File: config.mk
export PLATFORM = sky130hd
export DESIGN_NAME = pipe_hazard_ctrl
export DESIGN_NICKNAME = d
export VERILOG_FILES = /design/src/rtl/pipe_hazard_ctrl.sv
export SDC_FILE = /design/constraint.sdc
export NUM_CORES = 1
export LEC_CHECK = 0
export CORE_MARGIN = 5
export CORE_UTILIZATION = 50
export DETAILED_ROUTE_END_ITERATION = 8
export PLACE_DENSITY = 0.89
export SYNTH_ARGS = -nofsm -noshare
export SYNTH_HDL_FRONTEND = slang
export SYNTH_SLANG_ARGS = --single-unit
File: constraint.sdc
create_clock -name clk -period 5.2 [get_ports clk]
set_input_delay 1.56 -clock clk [delete_from_list [all_inputs] [get_ports clk]]
set_output_delay 1.56 -clock clk [all_outputs]
set_load 0.005 [all_outputs]
File: src/rtl/pipe_hazard_ctrl.sv
// rtl/pipe_hazard_ctrl.sv - stall/flush controller for the five-stage pipeline
module pipe_hazard_ctrl #(
    parameter int REG_W = 3,
    parameter int CNT_W = 16
) (
    input  logic             clk,
    input  logic             rst,
    input  logic [REG_W-1:0] id_rs,
    input  logic [REG_W-1:0] id_rt,
    input  logic             id_rs_vld,
    input  logic             id_rt_vld,
    input  logic             ex_memread,
    input  logic [REG_W-1:0] ex_rd,
    input  logic             ex_br_taken,
    input  logic             imem_stall,
    input  logic             dmem_stall,
    input  logic             mem_halt,
    output logic             pc_en,
    output logic             if_id_en,
    output logic             id_ex_en,
    output logic             ex_mem_en,
    output logic             mem_wb_en,
    output logic             if_id_flush,
    output logic             id_ex_flush,
    output logic             halted,
    output logic [CNT_W-1:0] stall_cnt,
    output logic [CNT_W-1:0] flush_cnt
);

    typedef enum logic [1:0] {RUN, DMEM_WAIT, DRAIN, HALT} state_t;

    state_t     state;
    state_t     state_nxt;
    logic [4:0] en;
    logic       load_use;

    assign load_use = ex_memread &&
                      ((id_rs_vld && (id_rs == ex_rd)) || (id_rt_vld && (id_rt == ex_rd)));

    assign {pc_en, if_id_en, id_ex_en, ex_mem_en, mem_wb_en} = en;
    assign halted = (state == HALT);

    always_ff @(posedge clk or negedge rst) begin
        if (!rst) begin
            state <= RUN;
        end else begin
            state <= state_nxt;
        end
    end

    always_comb begin
        en          = 5'b11111;
        if_id_flush = 1'b0;
        id_ex_flush = 1'b0;
        state_nxt   = state;
        if (state == HALT) begin
            en = 5'b00000;
        end else if ((state == DMEM_WAIT) && dmem_stall) begin
            en = 5'b00000;
        end else if (mem_halt) begin
            en        = 5'b00000;
            state_nxt = HALT;
        end else if (dmem_stall) begin
            en        = 5'b00000;
            state_nxt = DMEM_WAIT;
        end else if (state == DRAIN) begin
            // Stale pre-branch fetch: keep PC on the target, squash whatever lands in IF/ID
            en          = 5'b01111;
            if_id_flush = 1'b1;
            state_nxt   = imem_stall ? DRAIN : RUN;
        end else if (ex_br_taken) begin
            if_id_flush = 1'b1;
            id_ex_flush = 1'b1;
            state_nxt   = imem_stall ? DRAIN : RUN;
        end else if (load_use) begin
            // IF/ID is held, so a concurrent imem_stall needs no separate handling
            en          = 5'b00111;
            id_ex_flush = 1'b1;
            state_nxt   = RUN;
        end else if (imem_stall) begin
            en          = 5'b01111;
            if_id_flush = 1'b1;
            state_nxt   = RUN;
        end else begin
            state_nxt = RUN;
        end
    end

    always_ff @(posedge clk or negedge rst) begin
        if (!rst) begin
            stall_cnt <= '0;
            flush_cnt <= '0;
        end else if (state != HALT) begin
            if (!pc_en && (stall_cnt != {CNT_W{1'b1}})) begin
                stall_cnt <= stall_cnt + CNT_W'(1);
            end
            if ((if_id_flush || id_ex_flush) && (flush_cnt != {CNT_W{1'b1}})) begin
                flush_cnt <= flush_cnt + CNT_W'(1);
            end
        end
    end

endmodule

# [Yosys cells after proc, flatten, opt, wreduce, memory -nomap -nowiden]
# Cells that the tools add are included.
[classes] n_reduce_logical=12 mux=28 addsub=2 eq_ne=8 n_bitwise=2
[op_table] op="$mux 5" count=8
[op_table] op="$add 16x1->16 const B" count=2
[op_table] op="$ne 16x16->1 const B" count=2
[op_table] op="$mux 1" count=15
[op_table] op="$mux 2" count=5
[op_table] op="$eq 3x3->1" count=2
[op_table] op="$logic_and 1x1->1" count=6
[op_table] op="$reduce_and 2->1" count=3
[op_table] op="$eq 2x2->1 const B" count=2
[op_table] op="$eq 2x1->1 const B" count=1
[op_table] op="$logic_or 1x1->1" count=2
[op_table] op="$ne 2x2->1 const B" count=1
[op_table] op="$not 1->1" count=2
[op_table] op="$logic_not 1->1" count=1
[totals] word_cells=55 output_inout_bits=40 ff_bits=34 input_bits=18

# [Depth between registers and ports, before layout]
# Gate-level depths: netlist of run 1.
[depth] depth_word=14 mapped_depth=8 mapped_depth_nobuf=7

# [Worst setup path before layout of run 1]
# No wires, ideal clock.
[synth_timing] path_type="input to output" from="input port id_rs[2]" to="output port if_id_en" path_buffers=0 cell_stages=4 t_arrival_ns=2.715 required_ns=3.640 setup_slack_ns=0.925 cell_sequence="xor2_1 > or4b_4 > a2111oi_4 > nor2_1"
[synth_between] elab_chain_len=11
[synth_lines] element="from (decl)" line_no="8" source="input logic [REG_W-1:0] id_rs,"
[synth_lines] element="$eq 3x3->1" line_no="38" source="((id_rs_vld && (id_rs == ex_rd)) || (id_rt_vld && (id_rt == ex_rd)));"
[synth_lines] element="$logic_and 1x1->1" line_no="38"
[synth_lines] element="$logic_or 1x1->1" line_no="38"
[synth_lines] element="$logic_and 1x1->1" line_no="37" source="assign load_use = ex_memread &&"
[synth_lines] element="$mux 5" line_no="75" source="end else if (load_use) begin"
[synth_lines] element="$mux 5" line_no="71" source="end else if (ex_br_taken) begin"
[synth_lines] element="$mux 5" line_no="66" source="end else if (state == DRAIN) begin"
[synth_lines] element="$mux 5" line_no="63" source="end else if (dmem_stall) begin"
[synth_lines] element="$mux 5" line_no="60" source="end else if (mem_halt) begin"
[synth_lines] element="$mux 5" line_no="58" source="end else if ((state == DMEM_WAIT) && dmem_stall) begin"
[synth_lines] element="$mux 5" line_no="56" source="if (state == HALT) begin"
[synth_lines] element="to (decl)" line_no="19" source="output logic if_id_en,"
# No other way between the ends.

# [Worst setup path after layout of run 1]
[layout_timing] from="input port ex_rd[2]" to="output port pc_en"
[layout_between] elab_chain_len=11 word_cells_on_any_way=13 classes_between="2 x eq/ne; 7 x mux; 4 x reduce/logical"
[layout_lines] element="from (decl)" line_no="13" source="input logic [REG_W-1:0] ex_rd,"
[layout_lines] element="$eq 3x3->1" line_no="38"
[layout_lines] element="$logic_and 1x1->1" line_no="38"
[layout_lines] element="$logic_or 1x1->1 *" line_no="38"
[layout_lines] element="$logic_and 1x1->1 *" line_no="37"
[layout_lines] element="$mux 5 *" line_no="75"
[layout_lines] element="$mux 5 *" line_no="71"
[layout_lines] element="$mux 5 *" line_no="66"
[layout_lines] element="$mux 5 *" line_no="63"
[layout_lines] element="$mux 5 *" line_no="60"
[layout_lines] element="$mux 5 *" line_no="58"
[layout_lines] element="$mux 5 *" line_no="56"
[layout_lines] element="to (decl)" line_no="18" source="output logic pc_en,"
# Mark *: on every way between the ends. The rest lies on a longest branch, timed or not.

==> results of run 1 <==
per-layer routing:
layer | wire [um] | share of wire | up-vias | track usage
met5 | 0 | 0 | - | 0
met4 | 44 | 0.011 | 0 | 0.05010
met3 | 288 | 0.072 | 4 | 0.06031
met2 | 1671 | 0.42 | 47 | 0.2276
met1 | 2023 | 0.50 | 706 | 0.2339
li1 | - | - | 747 | -
worst reg2reg max path, cell delays in order, from the launching register on:
cell and delay [ps]:
dfrtp_1 410, and2_1 200, or3_1 370, inv_1 120, o31ai_1 110, o2bb2ai_2 740, nand2_1 220, mux2_1 360
cell type report:
type	count	area, um^2	area share
clock buffer	6	82.58	0.03150
tap	48	60.06	0.02291
sequential	34	850.8	0.3246
timing repair buffer	64	620.6	0.2368
multi-input combinational	128	957.2	0.3652
inverter	10	37.54	0.01432
clock inverter	2	12.51	0.004773
metrics by stage:
stage | setup WS [ps] | hold slack [ps] | area (um^2) | TNS, ps
6_report | 124.0 | 493.7 | 2621 | 0
5_1_grt | 22.77 | 512.6 | 2621 | 0
4_1_cts | 104.4 | 498.2 | 2614 | 0
3_5_place_dp | -32.43 | 488.9 | 2514 | -62.54
3_3_place_gp | 32.10 | 480.3 | 2514 | 0
2_1_floorplan | 924.9 | 480.7 | 1888 | 0
cells by family (layout without fill, tap and decap cells):
family / Yosys count / in the layout / synth area share
compound gates: 12 / 12 / 0.06296
mux: 2 / 2 / 0.01193
flops: 34 / 34 / 0.4506
simple gates: 76 / 76 / 0.2518
buf+inv: 15 / 82 / 0.04241
xor+xnor: 36 / 36 / 0.1670
fa+ha+maj: 2 / 2 / 0.01325
flip-flops by register name, indices dropped and copies added, names as in the netlist:
name / flops
stall_cnt: 16
state: 2
flush_cnt: 16
Yosys cell counts (2+ instances only):
master,number,share of area
xor2_1,14,0.065
ha_1,2,0.013
nor3_2,3,0.016
xnor2_1,22,0.10
inv_1,10,0.020
nand2_1,9,0.018
buf_6,2,0.012
buf_4,2,0.0079
o21ai_0,2,0.0053
nor2_1,14,0.028
dfrtp_1,34,0.45
nand3_1,6,0.016
nand4_1,9,0.030
nand3_2,9,0.048
and3_1,5,0.017
and4_1,4,0.019
and2_1,4,0.013
nor3_1,4,0.011
mux2_1,2,0.012
nor4_1,3,0.0099
power breakdown:
group	switching (W)	internal, W	leakage, nW
clock network	0.0000973	0.000106	0.0472
registers	0.0000221	0.000282	0.446
logic	0.0000349	0.0000626	0.634
timing repair:
item,in CTS,in global routing
hold buffers,0,0
gates resized for setup,2,0
endpoints found under the setup margin,2,1
pin swaps,0,1
setup buffers,1,1
path summary, 6_finish.rpt:
path	slack (ps)	end	cells after the start	startpoint
min in group asynchronous	1660	stall_cnt[2]	2	rst
min reg2reg	490	stall_cnt[15]	1	stall_cnt[15]
max reg2reg	2570	flush_cnt[1]	7	state[1]
min	490	stall_cnt[15]	1	stall_cnt[15]
max	120	pc_en	6	ex_rd[2]
max in group asynchronous	3230	flush_cnt[6]	2	rst
==> impl_metrics.csv, run 1 <==
group,metric,value,unit
outcome,status,"finished, final reports clean",
global_route,grt_pass1_wl,6.617,mm
clock_tree,cts-root-buf,"clkbuf_8",
critical_path,critPathMaxStageDelay,570,ps
synthesis,ys_types,37,
sta,fin_crit_sh,0.9762,
critical_path,crit_path_end_kind,"output pin",
synthesis,synth_nets,197,
sta,clock.fmax,0.1970,GHz
global_route,grt_max_degree,35,
critical_path,cp_max_fo,2,
floorplan,dieWidth,71.45,um
final_layout,nNetsFinal,263,
global_route,grt_pass1_vias,1439,
clock_tree,cts_buffers,5,
final_layout,final_cell_mix,"clkdlybuf4s50_1, dfrtp_1, xnor2_1, xor2_1, nor2_1",
critical_path,path_buf_inv,2,
final_layout,diodes,0,
final_layout,final_common_cell,"clkdlybuf4s50_1",
floorplan,rows,22,
route,drc,0,
final_layout,drive_gt1_frac,0.1352,
sta,fin_worst_skew,0.8216,ps
place,place_inst,282,
synthesis,ys_warn_count,0,
critical_path,cpMostUsedCell,"clkdlybuf4s50_1",
synthesis,ys_ff_latch,34,
synthesis,synthArstFlopShare,1.000,
synthesis,ys_seq_area_frac,0.4506,
final_layout,syn2layout_area_growth,38.83,%
global_route,grt_usage,0.1628,
floorplan,dieArea,5105,um^2
sta,setup_viol,0,
critical_path,startpoint_type,"input port",
sta,period_minus_slack,5076,ps
synthesis,syn_area_per_cell,10.67,um^2
clock_tree,path_clk_slew,70,ps
synthesis,synth_area,1888,um^2
clock_tree,cts_sinks,34,
global_route,antenna_found_initial,0,
critical_path,worstPathArrival,3520,ps
route,wl_per_cell,13.79,um
clock_tree,cts_buffer_depth,2,
sta,worst_pin_slew,901.1,ps
synthesis,synthCells,177,
synthesis,synth-edff-count,0,
floorplan,coreArea,3661,um^2
route,drtPass1Iterations,4,
place,io_buffers,57,
floorplan,dieHeight,71.45,um
place,dp_hpwl,2.996,mm
power,powerDensity,231.0,nW/um^2
synthesis,ys.flop_type,"dfrtp_1",
power,power,0.0006054,W
sta,rsz0062_at_grt,"false",
critical_path,crit_path_cell_trace,"clkdlybuf4s50_1 > xor2_1 > or4b_4 > a211oi_2 > nor2_1 > clkdlybuf4s50_1",
critical_path,crit_path_top_delay_cell,"or4b_4",
clock_tree,clk_latency,290,ps
route,drtIter0Drc,90,
route,postRouteAntennaNets,0,
route,viasPerCell,5.151,
final_layout,final_util,0.7160,
floorplan,initial_core_util,0.5157,
sta,maxSlewHeadroom,0.3957,
critical_path,required,3640,ps
sta,finalMaxSlewViolations,0,
power,max-vdd-ir-drop,266.8,uV
clock_tree,h-tree-depth,2,
clock_tree,cts_tree,"done",
worst_hold_path,hp-class,"register to register",
floorplan,boundaryPins,58,
route,dr_total_vias,1504,
final_layout,fillers,276,
job,maxCapViolations,0,
global_route,grt_overflow,0,
place,gp_congestion,0.8377,
critical_path,critPathTopFamily,"buffers and inverters",
critical_path,critPathKind,"input port to output pin",
sta,finalHoldViolCount,0,
power,leakagePower,1.127,nW
final_layout,fin_cells,292,
route,routed_wl,4.026,mm
(Power assumes the default switching activity.)
==> run 2: changes to the inputs <==
ABC_CLOCK_PERIOD_IN_PS = 5200   (was not set)
PLACE_DENSITY = not set   (was 0.89)
PLACE_DENSITY_LB_ADDON = 0.2   (was not set)
==> run 2 against run 1 <==
- routed wire length is 6.5% higher
- critical endpoint unchanged
- power is 3.0% lower
- largest power group unchanged
- count of clock-buffer cells in the layout stayed put
- largest cell class unchanged
- final area is 0.86% lower
- setup slack worse by 37 ps
- sequential cell count stayed put
==> impl_metrics.csv, run 2 (synthesis results as in run 1) <==
group,metric,value,unit
power,leakagePower,1.113,nW
final_layout,fin_cells,290,
floorplan,coreArea,3661,um^2
clock_tree,path_clk_slew,60,ps
power,max-vdd-ir-drop,197.2,uV
critical_path,worstPathArrival,3550,ps
sta,fin_worst_skew,10.14,ps
final_layout,final_cell_mix,"clkdlybuf4s50_1, dfrtp_1, xnor2_1, xor2_1, nor2_1",
clock_tree,clk_latency,290,ps
power,powerDensity,225.9,nW/um^2
clock_tree,cts-root-buf,"clkbuf_8",
sta,maxSlewHeadroom,0.4221,
sta,hold_ws,493.5,ps
route,drtIter0Drc,73,
route,drtPass1Iterations,4,
job,maxCapViolations,0,
worst_hold_path,hp-class,"register to register",
global_route,grt_overflow,0,
final_layout,multi_input_area,957.2,um^2
global_route,grt_usage,0.1789,
place,dp_hpwl,3.304,mm
clock_tree,h-tree-depth,2,
sta,finalHoldViolCount,0,
route,wl_per_cell,14.78,um
critical_path,cp_max_fo,2,
sta,setup_viol,0,
clock_tree,cts_tree,"done",
final_layout,syn2layout_area_growth,37.64,%
outcome,status,"finished, final reports clean",
final_layout,nNetsFinal,262,
clock_tree,cts_buffer_depth,2,
clock_tree,cts_buffers,5,
global_route,grt_max_degree,35,
place,io_buffers,57,
sta,fin_crit_sh,0.9832,
floorplan,boundaryPins,58,
route,drc,0,
sta,period_minus_slack,5113,ps
floorplan,initial_core_util,0.5157,
final_layout,final_common_cell,"clkdlybuf4s50_1",
final_layout,regArea,850.8,um^2
floorplan,dieHeight,71.45,um
route,postRouteAntennaNets,0,
place,gp_congestion,0.8305,
floorplan,rows,22,
clock_tree,cts_sinks,34,
final_layout,drive_gt1_frac,0.1240,
final_layout,fillers,268,
place,place_inst,282,
power,power,0.0005870,W
place,placed_area,2514,um^2
critical_path,startpoint_type,"input port",
sta,clock.fmax,0.1956,GHz
global_route,grt_pass1_vias,1654,
critical_path,critPathKind,"input port to output pin",
sta,worst_pin_slew,861.8,ps
final_layout,top_regs,"flush_cnt (16), stall_cnt (16), state (2)",
sta,setup-tns-final,0,ps
floorplan,dieWidth,71.45,um
global_route,grt_pass1_wl,7.286,mm
critical_path,required,3640,ps
route,routed_wl,4.286,mm
sta,rsz0062_at_grt,"false",
final_layout,design_area,2599,um^2
route,viasPerCell,5.303,
floorplan,dieArea,5105,um^2
global_route,antenna_found_initial,0,
route,dr_total_vias,1538,
sta,finalMaxSlewViolations,0,
final_layout,diodes,0,
critical_path,crit_path_end_kind,"output pin",
==> run 2: cell types whose count changed in the layout (fill, tap and decap cells not counted), sizes merged <==
cell and delta:
buf -1, clkinv -1
==> run 2: worst paths after layout <==
kind                               startpoint             to  slack (ps)  cells after the start
worst max register to register       state[0]   flush_cnt[1]        2590                      7
worst min-delay path            stall_cnt[11]  stall_cnt[11]         490                      1
max in group asynchronous                 rst  stall_cnt[10]        3210                      2
min in group asynchronous                 rst   stall_cnt[8]        1680                      2
worst max-delay path                 ex_rd[1]          pc_en          90                      6
worst min register to register  stall_cnt[11]  stall_cnt[11]         490                      1
==> run 2: layout make-up <==
| class | count | area share |
|---|---|---|
| Clock inverter | 1 | 0.002889 |
| Sequential cell | 34 | 0.3274 |
| Multi-Input combinational cell | 128 | 0.3683 |
| Tap cell | 48 | 0.02311 |
| Clock buffer | 6 | 0.02792 |
| Inverter | 10 | 0.01444 |
| Timing Repair Buffer | 63 | 0.2359 |
==> run 2: routing by layer <==
| layer | vias to the layer above | GRT usage | wire length, um | part of all wire |
|---|---|---|---|---|
| li1 | 745 | - | - | - |
| met1 | 741 | 0.1908 | 1657 | 0.39 |
| met2 | 37 | 0.3194 | 2251 | 0.53 |
| met3 | 15 | 0.05470 | 237 | 0.055 |
| met4 | 0 | 0.08559 | 139 | 0.032 |
| met5 | - | 0 | 0 | 0 |
==> run 2: repair_timing <==
| action | CTS | global route |
|---|---|---|
| setup buffers | 0 | 1 |
| endpoints found under the setup margin | 2 | 1 |
| hold buffers | 0 | 0 |
| resized for setup | 2 | 0 |
| pin swaps | 0 | 1 |
==> run 2: metrics by stage <==
step / setup slack, ps / utilization
after floorplan: 924.9 / -
after global placement: 37.73 / 0.6866
after detailed placement: -38.09 / 0.6866
after CTS: 78.08 / 0.7078
after global routing: 13.09 / 0.7098
final: 87.14 / 0.7098
==> run 2: worst max-delay path, cell delays in order <==
cell,delay [ps]
clkdlybuf4s50_1,460
xor2_1,180
or4b_4,560
a211oi_2,250
nor2_1,70
clkdlybuf4s50_1,470
==> run 2: where the power goes <==
group | switching (W) | internal (W) | total, W
registers | 0.0000223 | 0.000282 | 0.000305
logic | 0.0000371 | 0.0000625 | 0.0000997
clock network | 0.0000910 | 0.0000917 | 0.000183
==> run 3: changes to the inputs <==
CAP_MARGIN = 20   (was not set)
==> results of run 3 <==
Final layout, timing and power as in run 2 (identical DEF).
